## config.mk

```make
export PLATFORM = sky130hd
export DESIGN_NAME = div_arbiter
export DESIGN_NICKNAME = d
export VERILOG_FILES = /design/src/rtl/bike_pkg.sv /design/src/rtl/seq_div.sv /design/src/rtl/div_arbiter.sv
export SDC_FILE = /design/constraint.sdc
export NUM_CORES = 1
export LEC_CHECK = 0
export CAP_MARGIN = 20
export CORE_UTILIZATION = 55
export CTS_CLUSTER_DIAMETER = 120
export DETAILED_ROUTE_END_ITERATION = 12
export PLACE_DENSITY_LB_ADDON = 0.1
export SYNTH_ARGS = -nofsm -noshare
export SYNTH_HDL_FRONTEND = slang
export SYNTH_HIERARCHICAL = 1
export SYNTH_SLANG_ARGS = --single-unit
```

## constraint.sdc

```tcl
create_clock -name clock -period 5.4 [get_ports clock]
set_input_delay 0.54 -clock clock [delete_from_list [all_inputs] [get_ports clock]]
set_output_delay 0.54 -clock clock [all_outputs]
set_load 0.05 [all_outputs]
```

## src/rtl/bike_pkg.sv

```systemverilog
// rtl/bike_pkg.sv - shared divider defaults and state/owner enums for the bike computer
package bike_pkg;

    localparam int DIV_DW = 24;
    localparam int DIV_VW = 16;

    typedef enum logic [1:0] {
        IDLE,
        LOAD,
        RUN,
        DONE
    } div_state_t;

    typedef enum logic {
        OWN_SPD,
        OWN_AVS
    } div_owner_t;

endpackage

```

## src/rtl/seq_div.sv

```systemverilog
// rtl/seq_div.sv - restoring divider, one quotient bit per cycle MSB first after load
module seq_div
    import bike_pkg::*;
#(
    parameter int DW = DIV_DW,
    parameter int VW = DIV_VW
) (
    input  logic          clock,
    input  logic          reset,
    input  logic          load,
    input  logic [DW-1:0] dividend,
    input  logic [VW-1:0] divisor,
    output logic          done,
    output logic [DW-1:0] quotient
);

    localparam int CW = $clog2(DW + 1);

    logic [DW-1:0] r_acc;
    logic [VW:0]   r_rem;
    logic [VW-1:0] r_divisor;
    logic [CW-1:0] r_count;
    logic [VW+1:0] w_shift;
    logic [VW+1:0] w_diff;

    // Dividend bits shift out of r_acc's MSB while quotient bits shift in at its LSB.
    assign w_shift  = {r_rem, r_acc[DW-1]};
    assign w_diff   = w_shift - {2'b00, r_divisor};
    assign done     = (r_count == CW'(DW));
    assign quotient = r_acc;

    always_ff @(posedge clock) begin
        if (reset) begin
            r_acc     <= '0;
            r_rem     <= '0;
            r_divisor <= '0;
            r_count   <= CW'(DW);
        end else if (load) begin
            r_acc     <= dividend;
            r_rem     <= '0;
            r_divisor <= divisor;
            r_count   <= '0;
        end else if (!done) begin
            r_count <= r_count + CW'(1);
            if (!w_diff[VW+1]) begin
                r_rem <= w_diff[VW:0];
                r_acc <= {r_acc[DW-2:0], 1'b1};
            end else begin
                r_rem <= w_shift[VW:0];
                r_acc <= {r_acc[DW-2:0], 1'b0};
            end
        end
    end

endmodule

```

## src/rtl/div_arbiter.sv

```systemverilog
// rtl/div_arbiter.sv - shares seq_div between speed and avg-speed requesters; DIV_ARB_RR_EN selects round-robin
module div_arbiter
    import bike_pkg::*;
#(
    parameter int DW = DIV_DW,
    parameter int VW = DIV_VW
) (
    input  logic          clock,
    input  logic          reset,
    input  logic          spd_req,
    input  logic [DW-1:0] spd_dividend,
    input  logic [VW-1:0] spd_divisor,
    output logic          spd_ack,
    output logic          spd_valid,
    output logic [DW-1:0] spd_quotient,
    input  logic          avs_req,
    input  logic [DW-1:0] avs_dividend,
    input  logic [VW-1:0] avs_divisor,
    output logic          avs_ack,
    output logic          avs_valid,
    output logic [DW-1:0] avs_quotient,
    output logic          busy,
    output logic          owner,
    output logic          div_by_zero,
    output logic          overrun
);

    div_state_t    r_state;
    div_state_t    w_next;
    div_owner_t    r_owner;
    div_owner_t    w_win;
    logic          r_spd_pend;
    logic          r_avs_pend;
    logic [DW-1:0] r_spd_dd;
    logic [VW-1:0] r_spd_dv;
    logic [DW-1:0] r_avs_dd;
    logic [VW-1:0] r_avs_dv;
    logic          r_dz;
    logic [DW-1:0] r_spd_q;
    logic [DW-1:0] r_avs_q;
    logic          w_grant;
    logic          w_capture;
    logic          w_grant_spd;
    logic          w_grant_avs;
    logic [DW-1:0] w_ld_dd;
    logic [VW-1:0] w_ld_dv;
    logic          w_div_done;
    logic [DW-1:0] w_div_q;
    logic [DW-1:0] w_result;
`ifdef DIV_ARB_RR_EN
    div_owner_t    r_last;
`endif

    always_comb begin
        w_win = r_spd_pend ? OWN_SPD : OWN_AVS;
`ifdef DIV_ARB_RR_EN
        if (r_spd_pend && r_avs_pend) begin
            w_win = (r_last == OWN_SPD) ? OWN_AVS : OWN_SPD;
        end
`endif
    end

    assign w_grant_spd = w_grant && (w_win == OWN_SPD);
    assign w_grant_avs = w_grant && (w_win == OWN_AVS);
    assign w_ld_dd     = (w_win == OWN_SPD) ? r_spd_dd : r_avs_dd;
    assign w_ld_dv     = (w_win == OWN_SPD) ? r_spd_dv : r_avs_dv;
    assign w_result    = r_dz ? {DW{1'b1}} : w_div_q;

    always_comb begin
        w_next      = r_state;
        w_grant     = 1'b0;
        w_capture   = 1'b0;
        spd_ack     = 1'b0;
        avs_ack     = 1'b0;
        spd_valid   = 1'b0;
        avs_valid   = 1'b0;
        div_by_zero = 1'b0;
        case (r_state)
            IDLE: begin
                if (r_spd_pend || r_avs_pend) begin
                    w_grant = 1'b1;
                    w_next  = LOAD;
                end
            end
            LOAD: begin
                spd_ack = (r_owner == OWN_SPD);
                avs_ack = (r_owner == OWN_AVS);
                if (r_dz) begin
                    w_next    = DONE;
                    w_capture = 1'b1;
                end else begin
                    w_next = RUN;
                end
            end
            RUN: begin
                if (w_div_done) begin
                    w_next    = DONE;
                    w_capture = 1'b1;
                end
            end
            DONE: begin
                spd_valid   = (r_owner == OWN_SPD);
                avs_valid   = (r_owner == OWN_AVS);
                div_by_zero = r_dz;
                w_next      = IDLE;
            end
            default: w_next = IDLE;
        endcase
    end

    // A request landing on the edge that clears its own flag re-arms it without counting as overrun.
    assign overrun = (spd_req && r_spd_pend && !w_grant_spd) ||
                     (avs_req && r_avs_pend && !w_grant_avs);
    assign busy         = (r_state != IDLE);
    assign owner        = r_owner;
    assign spd_quotient = r_spd_q;
    assign avs_quotient = r_avs_q;

    always_ff @(posedge clock) begin
        if (reset) begin
            r_state    <= IDLE;
            r_owner    <= OWN_SPD;
            r_spd_pend <= 1'b0;
            r_avs_pend <= 1'b0;
            r_spd_dd   <= '0;
            r_spd_dv   <= '0;
            r_avs_dd   <= '0;
            r_avs_dv   <= '0;
            r_dz       <= 1'b0;
            r_spd_q    <= '0;
            r_avs_q    <= '0;
`ifdef DIV_ARB_RR_EN
            r_last     <= OWN_AVS;
`endif
        end else begin
            r_state <= w_next;
            if (w_grant) begin
                r_owner <= w_win;
                r_dz    <= (w_ld_dv == '0);
`ifdef DIV_ARB_RR_EN
                r_last  <= w_win;
`endif
            end
            if (spd_req) begin
                r_spd_pend <= 1'b1;
                r_spd_dd   <= spd_dividend;
                r_spd_dv   <= spd_divisor;
            end else if (w_grant_spd) begin
                r_spd_pend <= 1'b0;
            end
            if (avs_req) begin
                r_avs_pend <= 1'b1;
                r_avs_dd   <= avs_dividend;
                r_avs_dv   <= avs_divisor;
            end else if (w_grant_avs) begin
                r_avs_pend <= 1'b0;
            end
            if (w_capture && (r_owner == OWN_SPD)) r_spd_q <= w_result;
            if (w_capture && (r_owner == OWN_AVS)) r_avs_q <= w_result;
        end
    end

    seq_div #(
        .DW(DW),
        .VW(VW)
    ) u_seq_div (
        .clock   (clock),
        .reset   (reset),
        .load    (w_grant),
        .dividend(w_ld_dd),
        .divisor (w_ld_dv),
        .done    (w_div_done),
        .quotient(w_div_q)
    );

endmodule

```

Yosys cells after proc, flatten, opt, wreduce, memory -nomap -nowiden --
Cells that the tools add are included.
Operators by class: add/sub/neg operators 2, reduce and logical (&&, ||, !) cells 19, equality and inequality tests 7, bitwise operators 1, muxes and demuxes 28
Operators with widths (count):
- 2-to-1 mux 24 bit | 4
- subtractor 18 x 16 -> 18 bit | 1
- 2-to-1 mux 17 bit | 1
- zero test 16 bit | 1
- 2-to-1 mux 1 bit | 16
- 2-to-1 mux 16 bit | 1
- 2-to-1 mux 5 bit | 2
- logical AND 1 bit | 8
- case mux 2 bit (4 select lines) | 1
- nonzero test 2 bit | 3
- adder 5 x 1 -> 5 bit, second input constant | 1
- equality test 5 bit, second input constant | 1
- equality test 2 bit, second input constant | 2
- 2-to-1 mux 2 bit | 2
- inequality test 2 bit, second input constant | 2
- equality test 2 x 1 -> 1 bit, second input constant | 1
- zero test 1 bit | 2
- zero test 2 bit | 1
- logical OR 1 bit | 2
- inequality test 2 x 1 -> 1 bit, second input constant | 1
- case mux 1 bit (2 select lines) | 1
- AND reduction 2 bit | 1
- OR reduction 2 bit | 1
- inverter 1 bit | 1
Word-level totals: register bits after elaboration 196, output and inout bits 56

Depth between registers and ports, before layout --
depth in word-level cells 7, mapped depth 10, depth with buffers taken out 10

Modules after synthesis --
Netlist, hierarchy kept.
Modules (own cells, without submodules):
- div_arbiter | cells an instance 548, sequential area each 2682.6 um2, area each 5531.6 um2, times used 1
- seq_div | cells an instance 453, sequential area each 1241.2 um2, area each 3512.1 um2, times used 1

Worst setup path before layout --
Ideal clock, no wire load.
path kind flip-flop to flip-flop, from register u_seq_div.r_acc[23], in the netlist u_seq_div/quotient[23], to register u_seq_div.r_rem[16], period minus slack after synthesis 2.382 ns, slack 3.018 ns, stages on the path, launching flop included 11, data arrival time 2.265 ns, buffers on the path 0, setup time 0.116 ns, cell sequence dfxtp_1 inv_1 ha_1 fa_1 nor2b_1 o211ai_1 a21o_1 a21oi_1 a311oi_1 a311o_1 o211a_1
Between the ends: word-level cells in the longest chain between the ends 2
RTL lines:
- from (decl) | line seq_div.sv:19 | logic [DW-1:0] r_acc;
- from (signal assigned) | line seq_div.sv:39 | r_acc <= dividend;
- from (signal assigned) | line seq_div.sv:47 | r_acc <= {r_acc[DW-2:0], 1'b1};
- from (signal assigned) | line seq_div.sv:50 | r_acc <= {r_acc[DW-2:0], 1'b0};
- subtractor 18 x 16 -> 18 bit | line seq_div.sv:28 | assign w_diff = w_shift - {2'b00, r_divisor};
- 2-to-1 mux 17 bit | line seq_div.sv:45 | if (!w_diff[VW+1]) begin
- to (signal assigned) | line seq_div.sv:46 | r_rem <= w_diff[VW:0];
- to (signal assigned) | line seq_div.sv:49 | r_rem <= w_shift[VW:0];
- to (decl) | line seq_div.sv:20 | logic [VW:0] r_rem;
Every way passes these cells. A chain may end at the register's enable or synchronous reset.

Worst setup path after layout --
from register r_spd_pend, to output overrun
Between the ends: word-level cells in the longest chain between the ends 7, elaborated cells on any way between the ends 12, classes of those cells 3 x mux; 9 x reduce/logical
RTL lines:
- from (decl) | line div_arbiter.sv:32 | logic r_spd_pend;
- from (signal assigned) | line div_arbiter.sv:123 | r_spd_pend <= 1'b0;
- from (signal assigned) | line div_arbiter.sv:145 | r_spd_pend <= 1'b1;
- from (signal assigned) | line div_arbiter.sv:149 | r_spd_pend <= 1'b0;
- logical OR 1 bit | line div_arbiter.sv:80 | if (r_spd_pend || r_avs_pend) begin
- 2-to-1 mux 1 bit | line div_arbiter.sv:80
- 2-to-1 mux 1 bit | line div_arbiter.sv:78 | case (r_state)
- logical AND 1 bit, on equally long branches | line div_arbiter.sv:63, div_arbiter.sv:64
- zero test 1 bit, on equally long branches | line div_arbiter.sv:112, div_arbiter.sv:113
- logical AND 1 bit, on equally long branches | line div_arbiter.sv:112, div_arbiter.sv:113
- logical OR 1 bit * | line div_arbiter.sv:112 | assign overrun = (spd_req && r_spd_pend && !w_grant_spd) ||
- to (decl) | line div_arbiter.sv:25 | output logic overrun
Mark *: on every way between the ends. The rest lies on a longest branch, timed or not.

==> results by group <==
Global routing
  – First-pass GRT wire length: 33180 µm
  – Initial antenna violation count: 0
  – Largest net degree at the start of global routing: 92
  – Total gr overflow: 0
  – Vias in the first global route: 6526
  – GRT Total Usage: 0.2541

Detailed routing
  – Post-route DRC: 0
  – Post-DRT Antenna Nets: 0
  – Vias per cell: 5.456
  – DR WL/cell: 15.98 µm
  – Total number of vias: 7234
  – Initial drt markers: 506
  – Router iterations before antenna repair: 5
  – Routed WL: 21180 µm

Setup path
  – CP Buf/Inv Count: 2
  – Family with the most delay on the worst path: buffers and inverters
  – Crit-path max FO: 49
  – WP depth: 4
  – Crit-path max cell delay: 0.79 ns
  – Crit-path cells: buf_4 > nand2b_1 > a32o_1 > clkdlybuf4s50_1
  – Startpoint types: flop
  – CP Data Arrival Time: 2.48 ns
  – Slowest-stage cell, CP: clkdlybuf4s50_1
  – Critical path capture point type: output port
  – Kind of critical path: flop to output port
  – Worst Path Required: 4.86 ns
  – Cells on worst reg2reg path: 8

Power
  – PwrDens: 441.8 nW/µm²
  – Static leakage: 4.275 nW
  – IR drop worst, VDD: 0.2645 mV

STA
  – Worst slew pin tran: 1.014 ns
  – Final Critical Period: 3.022 ns
  – Max_slew headroom: 0.3230
  – Final setup TNS: 0 ns
  – Fin. Hold Viols: 0
  – Count of final setup violators: 0
  – RSZ-0062 raised after global routing: no
  – Achievable Freq: 0.3309 GHz
  – Final Skew: 0.006388 ns
  – Fin crit share: 0.5597
  – Final Max Slew Viols: 0
  – Hold WS: 0.4871 ns

Synthesis
  – Ys Warns: 6
  – Most frequent cell after synthesis: nor2_1
  – Main synth FF type: dfxtp_1
  – Post-synth EDFFs: 0
  – Ys async rst share: 0
  – Synthesized flop and latch total: 196
  – Synth Instances: 1001
  – Fraction of the yosys area taken by sequential cells: 0.4339
  – Largest cells by area after synthesis: dfxtp_1 43%, mux2i_1 12%, nor2_1 9.0%
  – Synthesized area: 9044 µm²
  – Mean Syn Cell Area: 9.035 µm²
  – Syn_nets: 1109
  – Cell variety after synth: 65
  – Synth top area share: 0.4339
  – Biggest area consumer among synthesized cells: dfxtp_1
  – Commonest cells post-synth: 217 x nor2_1, 196 x dfxtp_1, 104 x mux2i_1

Hold path
  – Hold Crit Depth: 2
  – Hold crit path type: flop to flop

Outcome
  – Status: complete, no violations

Finish
  – Layout cell share with drive strength beyond 1: 0.1045
  – Fillcell total: 1329
  – Area grow syn2layout: 21.61%
  – Finished layout cell area: 11000 µm²
  – # nets final: 1206
  – Diode count: 0
  – Fin cells: 1326

Clock network
  – Clock Pin Slew Worst Setup and Hold Paths: 0.07 ns
  – H-Tree Depth: 4
  – CTS Buf Count: 17
  – Post-CTS Setup Bufs: 0
  – Clk_lat worst skew: 0.43 ns
  – Clk Tree Root Cell: clkbuf_16
  – CTS sink count: 196
  – Hold_buf cts: 0
  – Max Root-Sink Buffers: 2
  – CTS resizes: 0
  – CTS tree: built

Job
  – Max-cap check violation count: 0

Floorplan
  – Initial Utilization: 0.5673
  – Die width: 130.2 µm
  – Core ar.: 15940 µm²
  – Core Rows: 46
  – Die Area: 16960 µm²
  – Die H: 130.2 µm
  – Top-level I/O count: 140

Placement
  – Post-Place Cell Area: 10440 µm²
  – IO buf count: 139
  – Placed Instances: 1295
  – RD Place Congestion: 0.8792
  – Detailed Place HPWL: 14570 µm
## logic make-up (layout without fill, tap and decap cells)
group,Yosys count,after routing,share of synthesized area
fa+ha+maj,24,24,0.03403
xor+xnor,11,11,0.01065
mux,144,144,0.1649
simple gates,336,336,0.1563
flops,196,196,0.4339
buf+inv,95,204,0.04635
compound gates,195,195,0.1538
## per-stage QoR
stage / utilization / power (mW) / setup slack, ns
3_3_place_gp: 0.6548 / 3.633 / 2.586
4_1_cts: 0.6898 / 4.865 / 2.343
3_5_place_dp: 0.6548 / 3.662 / 2.541
2_1_floorplan: - / 3.228 / 3.018
6_report: 0.6898 / 4.858 / 2.378
5_1_grt: 0.6898 / 5.146 / 2.221
## cell usage in the layout (no fill, tap or decap), types with 4 or more instances in the layout
master / netlist / layout
nor2_1: 217 / 217
dfxtp_1: 196 / 195
clkdlybuf4s50_1: 0 / 136
mux2i_1: 104 / 104
a21oi_1: 69 / 69
nand2_1: 64 / 64
mux2_2: 40 / 40
a211oi_1: 33 / 33
inv_1: 26 / 25
ha_1: 23 / 23
a211oi_2: 21 / 21
o21ai_0: 18 / 18
clkbuf_16: 0 / 17
nor3_1: 9 / 9
nor2b_1: 8 / 8
a31oi_1: 8 / 8
a21o_1: 8 / 8
xnor2_1: 8 / 8
buf_4: 0 / 7
or4_1: 6 / 6
nand3_1: 6 / 6
o21a_1: 5 / 5
and2_1: 4 / 4
clkinvlp_4: 0 / 4
## tightest hold or removal path: stages (launching register included)
cell	delay, ns
dfxtp_1	0.32
mux2i_1	0.06
nor2_1	0.07
## final timing paths
kind | startpoint | to | slack, ns
worst max-delay path | r_spd_pend | overrun | 2.38
worst min-delay path | r_spd_dd[20] | r_spd_dd[20] | 0.49
worst max register to register | r_state[0] | u_seq_div/r_rem[0] | 2.52
worst min register to register | r_spd_dd[20] | r_spd_dd[20] | 0.49
## metal layers
metal	share of wire	global-route usage	vias up
li1	-	-	3667
met1	0.45	0.3192	3390
met2	0.50	0.4443	154
met3	0.034	0.04264	23
met4	0.014	0.07661	0
met5	0	0	-
## area by class of cell
type / count / area, µm² / share of cell area
Multi-Input combinational cell: 710 / 4708 / 0.4281
Sequential cell: 196 / 3925 / 0.3569
Timing Repair Buffer: 146 / 1435 / 0.1305
Clock buffer: 18 / 429.2 / 0.03902
Tap cell: 216 / 270.3 / 0.02457
Clock inverter: 13 / 128.9 / 0.01172
Inverter: 27 / 101.3 / 0.009215
## power breakdown
part	total (mW)	internal [mW]	switching, mW
Clock	1.21	0.642	0.573
Combinational	1.92	0.758	1.17
Sequential	1.72	1.60	0.122
## state kept, by name, summed over array words and instances, names as in the netlist, 17 cells and up
name                count
u_seq_div/quotient     24
r_avs_dd               24
spd_quotient           24
u_seq_div/r_rem        17
r_spd_dd               24
avs_quotient           24
No activity file was read; power rests on OpenSTA's default activity.
